$ cat config.mk
export PLATFORM = sky130hd
export DESIGN_NAME = finv_arbiter
export DESIGN_NICKNAME = d
export VERILOG_FILES = /design/src/rtl/finv_arbiter.sv
export SDC_FILE = /design/constraint.sdc
export NUM_CORES = 1
export LEC_CHECK = 0
export CAP_MARGIN = 10
export CORE_AREA = 2 2 94 96
export DETAILED_ROUTE_END_ITERATION = 10
export DIE_AREA = 0 0 96 98
export PLACE_DENSITY = 0.84
export SYNTH_ARGS = -nofsm -noshare
export SYNTH_HDL_FRONTEND = slang
export SYNTH_SLANG_ARGS = --single-unit
$ cat constraint.sdc
create_clock -name clk -period 2.8 [get_ports clk]
set_input_delay 0.28 -clock clk [delete_from_list [all_inputs] [get_ports clk]]
set_output_delay 0.28 -clock clk [all_outputs]
set_load 0.03 [all_outputs]
$ cat src/rtl/finv_arbiter.sv
// Round-robin arbiter sharing one fixed-latency finv pipeline between N_REQ requesters.
// A shadow tag pipeline aligned with finv_y routes each result back to its issuer.
module finv_arbiter #(
  parameter int N_REQ   = 4,
  parameter int LATENCY = 3,
  parameter int TAG_W   = 2
) (
  input  logic                         clk,
  input  logic                         rstn,
  input  logic [N_REQ-1:0]             req_valid,
  input  logic [32*N_REQ-1:0]          req_x,
  output logic [N_REQ-1:0]             req_ready,
  output logic [N_REQ-1:0]             resp_valid,
  output logic [31:0]                  resp_y,
  output logic [31:0]                  finv_x,
  input  logic [31:0]                  finv_y,
  output logic [N_REQ-1:0]             busy,
  output logic [$clog2(N_REQ+1)-1:0]   inflight
);

  localparam int CNT_W = $clog2(N_REQ+1);

  logic [TAG_W-1:0] ptr;
  logic [N_REQ-1:0] eligible;
  logic             grant_any;
  logic [TAG_W-1:0] winner;
  logic [TAG_W-1:0] ptr_next;
  int               idx;

  logic             vld_p [LATENCY];
  logic [TAG_W-1:0] tag_p [LATENCY];
  logic             resp_any;

  // Arbitration: scan upward from ptr with wrap; reset forces the grant off.
  always_comb begin
    eligible  = req_valid & ~busy;
    grant_any = 1'b0;
    winner    = '0;
    idx       = 0;
    for (int k = 0; k < N_REQ; k++) begin
      idx = int'(ptr) + k;
      if (idx >= N_REQ) idx = idx - N_REQ;
      if (!grant_any && rstn && eligible[idx]) begin
        grant_any = 1'b1;
        winner    = TAG_W'(idx);
      end
    end
  end

  always_comb begin
    req_ready = '0;
    finv_x    = '0;
    if (grant_any) begin
      req_ready = N_REQ'(1) << winner;
      finv_x    = req_x[int'(winner)*32 +: 32];
    end
  end

  always_comb begin
    if (int'(winner) == N_REQ-1) ptr_next = '0;
    else                         ptr_next = winner + TAG_W'(1);
  end

  // Response stage: last tag stage is aligned with finv_y.
  always_comb begin
    resp_any   = vld_p[LATENCY-1];
    resp_valid = '0;
    resp_y     = '0;
    if (resp_any) begin
      resp_valid = N_REQ'(1) << tag_p[LATENCY-1];
      resp_y     = finv_y;
    end
  end

  always_ff @(posedge clk or negedge rstn) begin
    if (!rstn) begin
      ptr      <= '0;
      busy     <= '0;
      inflight <= '0;
      for (int s = 0; s < LATENCY; s++) vld_p[s] <= 1'b0;
    end else begin
      if (grant_any) ptr <= ptr_next;
      busy <= (busy | req_ready) & ~resp_valid;
      case ({grant_any, resp_any})
        2'b10:   inflight <= inflight + CNT_W'(1);
        2'b01:   inflight <= inflight - CNT_W'(1);
        default: inflight <= inflight;
      endcase
      vld_p[0] <= grant_any;
      for (int s = 1; s < LATENCY; s++) vld_p[s] <= vld_p[s-1];
    end
  end

  // Tag payload needs no reset: it is only observed when its vld bit is set.
  always_ff @(posedge clk) begin
    tag_p[0] <= winner;
    for (int s = 1; s < LATENCY; s++) tag_p[s] <= tag_p[s-1];
  end

endmodule

==> results of run 1 <==
==> cell families (layout without fill, tap and decap cells) <==
| kind of cell | after synthesis | in the layout | synth area share [%] |
|---|---|---|---|
| AOI/OAI and AO/OA | 84 | 84 | 33.8 |
| adders and majority gates | 3 | 3 | 2.01 |
| DFF | 18 | 18 | 18.7 |
| and+or+nand+nor | 64 | 64 | 17.6 |
| buffers and inverters | 35 | 287 | 9.87 |
| xor gates and xnor gates | 3 | 3 | 1.17 |
| muxes | 35 | 35 | 16.8 |
==> routing by layer <==
layer | up-vias | global-route usage, %
met5 | - | 0
met3 | 32 | 3.63
li1 | 1497 | -
met4 | 0 | 7.36
met1 | 1522 | 24.7
met2 | 140 | 36.5
==> cell usage after synthesis (2+ instances only) <==
master and instances:
o41ai_2 2, ha_1 2, mux4_2 2, dfrtp_1 12
nor2_1 5, nand2_1 7, dfxtp_1 6, nand3b_1 2
clkbuf_1 3, buf_2 17, buf_6 5, nor3b_1 2
mux2i_1 32, a21oi_1 2, o21ai_0 3, nor2b_1 3
and2_1 33, inv_2 3, inv_1 4, xnor2_1 2
a32oi_1 64, nand2b_1 4
==> worst paths after layout <==
check	startpoint	endpoint	slack [ns]	cells past startpoint
max	req_valid[1]	finv_x[8]	0.07	9
min	tag_p[0][3]	tag_p[0][5]	0.33	0
max reg2reg	busy[1]	inflight[1]	0.58	6
min reg2reg	tag_p[0][3]	tag_p[0][5]	0.33	0
max in group asynchronous	rstn	ptr[0]	2.12	2
min in group asynchronous	rstn	busy[3]	0.50	2
==> registers in the layout, indices dropped and copies added (netlist names) <==
name      cells
tag_p         6
vld_p         2
resp_any      1
inflight      3
ptr           2
busy          4
==> critical path: stages <==
cell,delay [ns]
clkdlybuf4s50_1,0.46
nor2b_2,0.23
o311ai_0,0.44
a2bb2oi_2,0.29
nand2_4,0.10
buf_12,0.15
buf_12,0.14
mux2i_1,0.16
buf_4,0.19
==> through the flow <==
stage,cell area (sq um),utilization (%)
after floorplan,2240,-
after global placement,4880,57.6
after detailed placement,4880,57.6
after CTS,4930,58.2
after global routing,5030,59.5
final,5030,59.5
==> timing repair <==
| action | 4_1_cts | 5_1_grt |
|---|---|---|
| cloned | 0 | 0 |
| buffers inserted | 0 | 4 |
| setup endpoints to repair | 8 | 32 |
| gates resized for setup | 2 | 12 |
| hold endpoints to repair | 0 | 0 |
==> area by class of cell <==
type	instances	area, sq um
Tap cell	108	135
Multi-Input combinational cell	189	1680
Fill cell	751	3430
Inverter	7	26.3
Sequential cell	18	423
Timing Repair Buffer	276	2720
Clock buffer	4	45.0
==> where the power goes <==
part           switching (mW)  internal, mW  total, mW
Clock                  0.0835         0.101      0.185
Combinational            2.06          1.72       3.78
Sequential              0.141         0.376      0.517
Total                    2.28          2.20       4.48
==> flow_summary.ini, run 1 <==
[die]
rows = 34
die_width_um = 96
die_height_um = 98
start_util_pct = 26.5
num_io_pins = 245
coreArea_sq_mm = 0.00847
dieArea_sq_mm = 0.00941

[global_routing]
grt_pass1_vias = 3089
grt_max_degree = 33
grt_antenna_before_repair = 0
grt_util_all_layers_pct = 20.7
grt_first_pass_wirelength_um = 15500
overflow = 0

[clock_network]
cts_root_buf = clkbuf_8
insertion_delay_ns = 0.26
hold_buffers = 0
clk_pin_slew_ns = 0.06
cts_buffer_depth = 2
htree_num_levels = 1
cts_inserted_buffers = 3
cts_tree = done
clock_sink_count = 18

[synth]
synthCells = 242
seq_area_frac_synth_pct = 18.7
ys_seq_elements = 18
yosysUniqueCellTypes = 49
synth_area_sq_mm = 0.00224
ys.flop_type = dfrtp_1
yosysTopAreaCell = a32oi_1
synth_top_cells_by_area = a32oi_1, mux2i_1, dfrtp_1
synth_top_area_share_pct = 25.0
ys_warn_count = 0
synth_fp_nets = 411
synth_edf_count = 0
async_flop_share_pct = 66.7
avgSynthCellArea_sq_um = 9.28

[power]
power.density_mw_per_mm2 = 889
irDropWorstVdd_v = 0.000607
total_power_mw = 4.48
p_leak_nw = 1.92

[setup_path]
critPathKind = input port to output pin
cp-end-kind = output pin
worstPathMaxFanout = 9
arrival_ns = 2.45
crit_required_ns = 2.52
worstSetupStartpointType = input port

[route]
wl_per_cell_um = 17.6
dr_total_vias = 3191
drtIter0Drc = 145
viasPerCell = 5.30
highest_layer = met4
wirelength_met1_um = 4140
antenna_left = 0
dr.pass1.iters = 4
drt-total-wl_um = 10600
wl_met2_um = 5530
drc = 0
met3_length_um = 585

[sta]
fmax_mhz = 367
final_max_slew_viol_count = 0
final_hold_viol_count = 0
worstMarginPinSlew_ns = 0.422
timing.final.crit_share_pct = 97.4
setup_viol = 0
min_period_ns = 2.73
finalSetupTns_ns = 0
slew_headroom_pct = 71.5
fin_worst_skew_ns = 0.00872
fin_ws_ns = 0.0722
hold_ws_ns = 0.325

[cells_and_area]
layout_commonest_cell = clkdlybuf4s50_1
area_delta_synth_final_pct = 124
mostFrequentLayoutCells = clkdlybuf4s50_1, a32oi_1, buf_4
final_nets = 664
drive_gt1_share_pct = 19.6
final_cells = 602
diodes = 0

[placement]
dp.cells = 594
hpwl_um = 8570
place_ws_ns = -0.0183
port_buffers = 244
routabilityCongestion = 0.942

[hold_path]
worstHoldPathType = flop to flop

[run]
maxCapViolations = 0

[run_status]
status = complete, no violations
Note: power is estimated with default switching activity, not from simulation.
==> inputs of run 2 (changes only) <==
- ABC_AREA: not set -> 1
- CORE_AREA: 2 2 94 96 -> not set
- CORE_MARGIN: not set -> 2
- CORE_UTILIZATION: not set -> 33
- DIE_AREA: 0 0 96 98 -> not set
- GPL_ROUTABILITY_DRIVEN: not set -> 0
- PLACE_DENSITY: 0.84 -> 0.89
==> run 2 against run 1 <==
Compared with the run above: the run now ends with setup timing left; worst setup slack got worse by 0.17 ns; sequential power decreased by 6.4%; clock skew is 0.0042 ns lower; total power increased by 100%; worst hold slack better by 0.0028 ns; clock power up 15%; register-to-register slack worse by 0.47 ns; flip-flop and latch count unchanged; maximum frequency fell by 5.9%; largest power group unchanged; highest routed layer unchanged.
==> flow_summary.ini, run 2 <==
[run_status]
status = complete, but fails checks
violations = setup timing

[global_routing]
grt_util_all_layers_pct = 26.5
grt_first_pass_wirelength_um = 20900
grt_max_degree = 38
grt_antenna_before_repair = 0
overflow = 0
grt_pass1_vias = 4410

[die]
die_height_um = 97.1
start_util_pct = 34.5
coreArea_sq_mm = 0.00830
dieArea_sq_mm = 0.00943
rows = 33
die_width_um = 97.1
num_io_pins = 245

[power]
irDropWorstVdd_v = 0.00107
p_leak_nw = 3.19
power.density_mw_per_mm2 = 1460

[synth]
synthCells = 541
async_flop_share_pct = 66.7
synth_commonest_cells = nand3_1, nand2_1, inv_1
synth_most_common_cell = nand3_1
synth_top_cells_by_area = nand3_1, nand2_1, inv_1
yosysTopAreaCell = nand3_1
synth_area_sq_mm = 0.00286
synth_fp_nets = 710
ys_seq_elements = 18
yosysUniqueCellTypes = 27
synth_top_area_share_pct = 30.4
seq_area_frac_synth_pct = 14.7
avgSynthCellArea_sq_um = 5.29
synth_edf_count = 0
ys.flop_type = dfrtp_1
ys_warn_count = 0

[clock_network]
clock_sink_count = 18
htree_num_levels = 1
cts_buffer_depth = 2
insertion_delay_ns = 0.26
cts_tree = done
cts_inserted_buffers = 3
clk_pin_slew_ns = 0.07
cts_root_buf = clkbuf_8

[cells_and_area]
area_delta_synth_final_pct = 115
diodes = 0
reg_top3 = tag_p (6), busy (4), inflight (3)
nFillCells = 607
layout_commonest_cell = clkdlybuf4s50_1
drive_gt1_share_pct = 20.6
regMostFlops = tag_p
final_cells = 905
final_nets = 970
largest_reg_flops = 6
mostFrequentLayoutCells = clkdlybuf4s50_1, nand3_1, inv_1

[hold_path]
hold_depth = 0
worstHoldPathType = flop to flop

[sta]
final_max_slew_viol_count = 0
rsz0062_at_grt = yes
fin_worst_skew_ns = 0.00453
worstMarginPinSlew_ns = 0.502
fmax_mhz = 345
final_hold_viol_count = 0
timing.final.crit_share_pct = 104
slew_headroom_pct = 66.3
fin_ws_ns = -0.0984
setup_viol = 27
min_period_ns = 2.90

[setup_path]
worstSetupStartpointType = flop
cp-end-kind = output pin
crit_required_ns = 2.52
rr_worst_depth = 13
arrival_ns = 2.62
worstPathMaxFanout = 19
critPathKind = flop to output pin

[route]
dr_total_vias = 4765
viasPerCell = 5.27
drc = 0
antenna_left = 0
drt-total-wl_um = 14800
dr.pass1.iters = 4
wl_per_cell_um = 16.4
drtIter0Drc = 260

[placement]
dp.cells = 873
port_buffers = 244
place_ws_ns = -0.0323
hpwl_um = 10300

[run]
maxCapViolations = 0
==> run 2: timing repair <==
item | in CTS | in global routing
hold buffers | 0 | 0
setup endpoints to repair | 36 | 37
setup buffers | 6 | 17
gates resized for setup | 2 | 95
gates cloned | 1 | 4
pin swaps | 3 | 24
==> run 2: final timing paths <==
kind                              from           to  slack, ns
max                             ptr[0]   finv_x[11]       -0.1
min in group asynchronous         rstn       ptr[0]       0.54
max in group asynchronous         rstn       ptr[1]       2.10
min reg2reg                tag_p[0][3]  tag_p[0][5]       0.33
min                        tag_p[0][3]  tag_p[0][5]       0.33
max reg2reg                     ptr[0]  inflight[2]       0.11
==> run 2: worst max-delay path, stage by stage (launching register included) <==
cell and delay (ns):
dfrtp_2 0.49, clkinv_4 0.13, nand2_2 0.07, nand2_2 0.11
nand3_2 0.10, nand2_2 0.10, nand3_1 0.11, nor3_1 0.31
nor2_4 0.12, buf_12 0.18, nand3_1 0.10, nand3_1 0.11
a21oi_2 0.15, buf_4 0.14, buf_12 0.11
==> run 2: metrics by stage <==
| step | TNS, ns | instance area [sq um] | util, % | hold WS, ns | power [mW] |
|---|---|---|---|---|---|
| 2_1_floorplan | 0 | 2860 | - | -0.0156 | 4.68 |
| 3_3_place_gp | 0 | 5400 | 65.1 | 0.311 | 7.02 |
| 3_5_place_dp | -0.0323 | 5400 | 65.1 | 0.315 | 7.16 |
| 4_1_cts | 0 | 5550 | 66.8 | 0.330 | 7.63 |
| 5_1_grt | -6.26 | 6140 | 74.0 | 0.333 | 9.49 |
| 6_report | -0.618 | 6140 | 74.0 | 0.328 | 8.95 |
==> run 2: power by group <==
part	switching, mW	leakage [nW]	internal (mW)	total [mW]
sequential	0.0973	0.186	0.387	0.484
clock	0.0873	0.0288	0.125	0.212
combinational	4.83	2.97	3.42	8.25
total	5.01	3.19	3.93	8.95
==> run 2: logic make-up after synthesis <==
kind of cell,after synthesis,synth area share [%]
simple gates,319,51.4
mux,1,0.394
buf+inv,155,23.5
xor+xnor,2,0.613
fa+ha+maj,3,1.57
compound gates,43,7.83
flops,18,14.7
==> run 2: layer usage <==
layer | vias up | track usage (%) | wire length [um]
met5 | - | 0 | 0
met4 | 0 | 12.9 | 851
met2 | 279 | 46.5 | 7490
li1 | 2233 | - | -
met1 | 2180 | 31.0 | 5400
met3 | 73 | 4.82 | 1090
==> run 2: area by class of cell <==
class                           instances  area (sq um)  share of cell area (%)
Timing Repair Buffer                  295          3060                    49.8
Multi-Input combinational cell        368          2030                    33.1
Inverter                              115           442                    7.19
Sequential cell                        18           423                    6.89
Tap cell                              105           131                    2.14
Clock buffer                            4          55.1                   0.896
==> inputs of run 3 (changes only) <==
- CAP_MARGIN: 10 -> not set
==> results of run 3 <==
Final layout, timing and power as in run 2 (identical DEF).
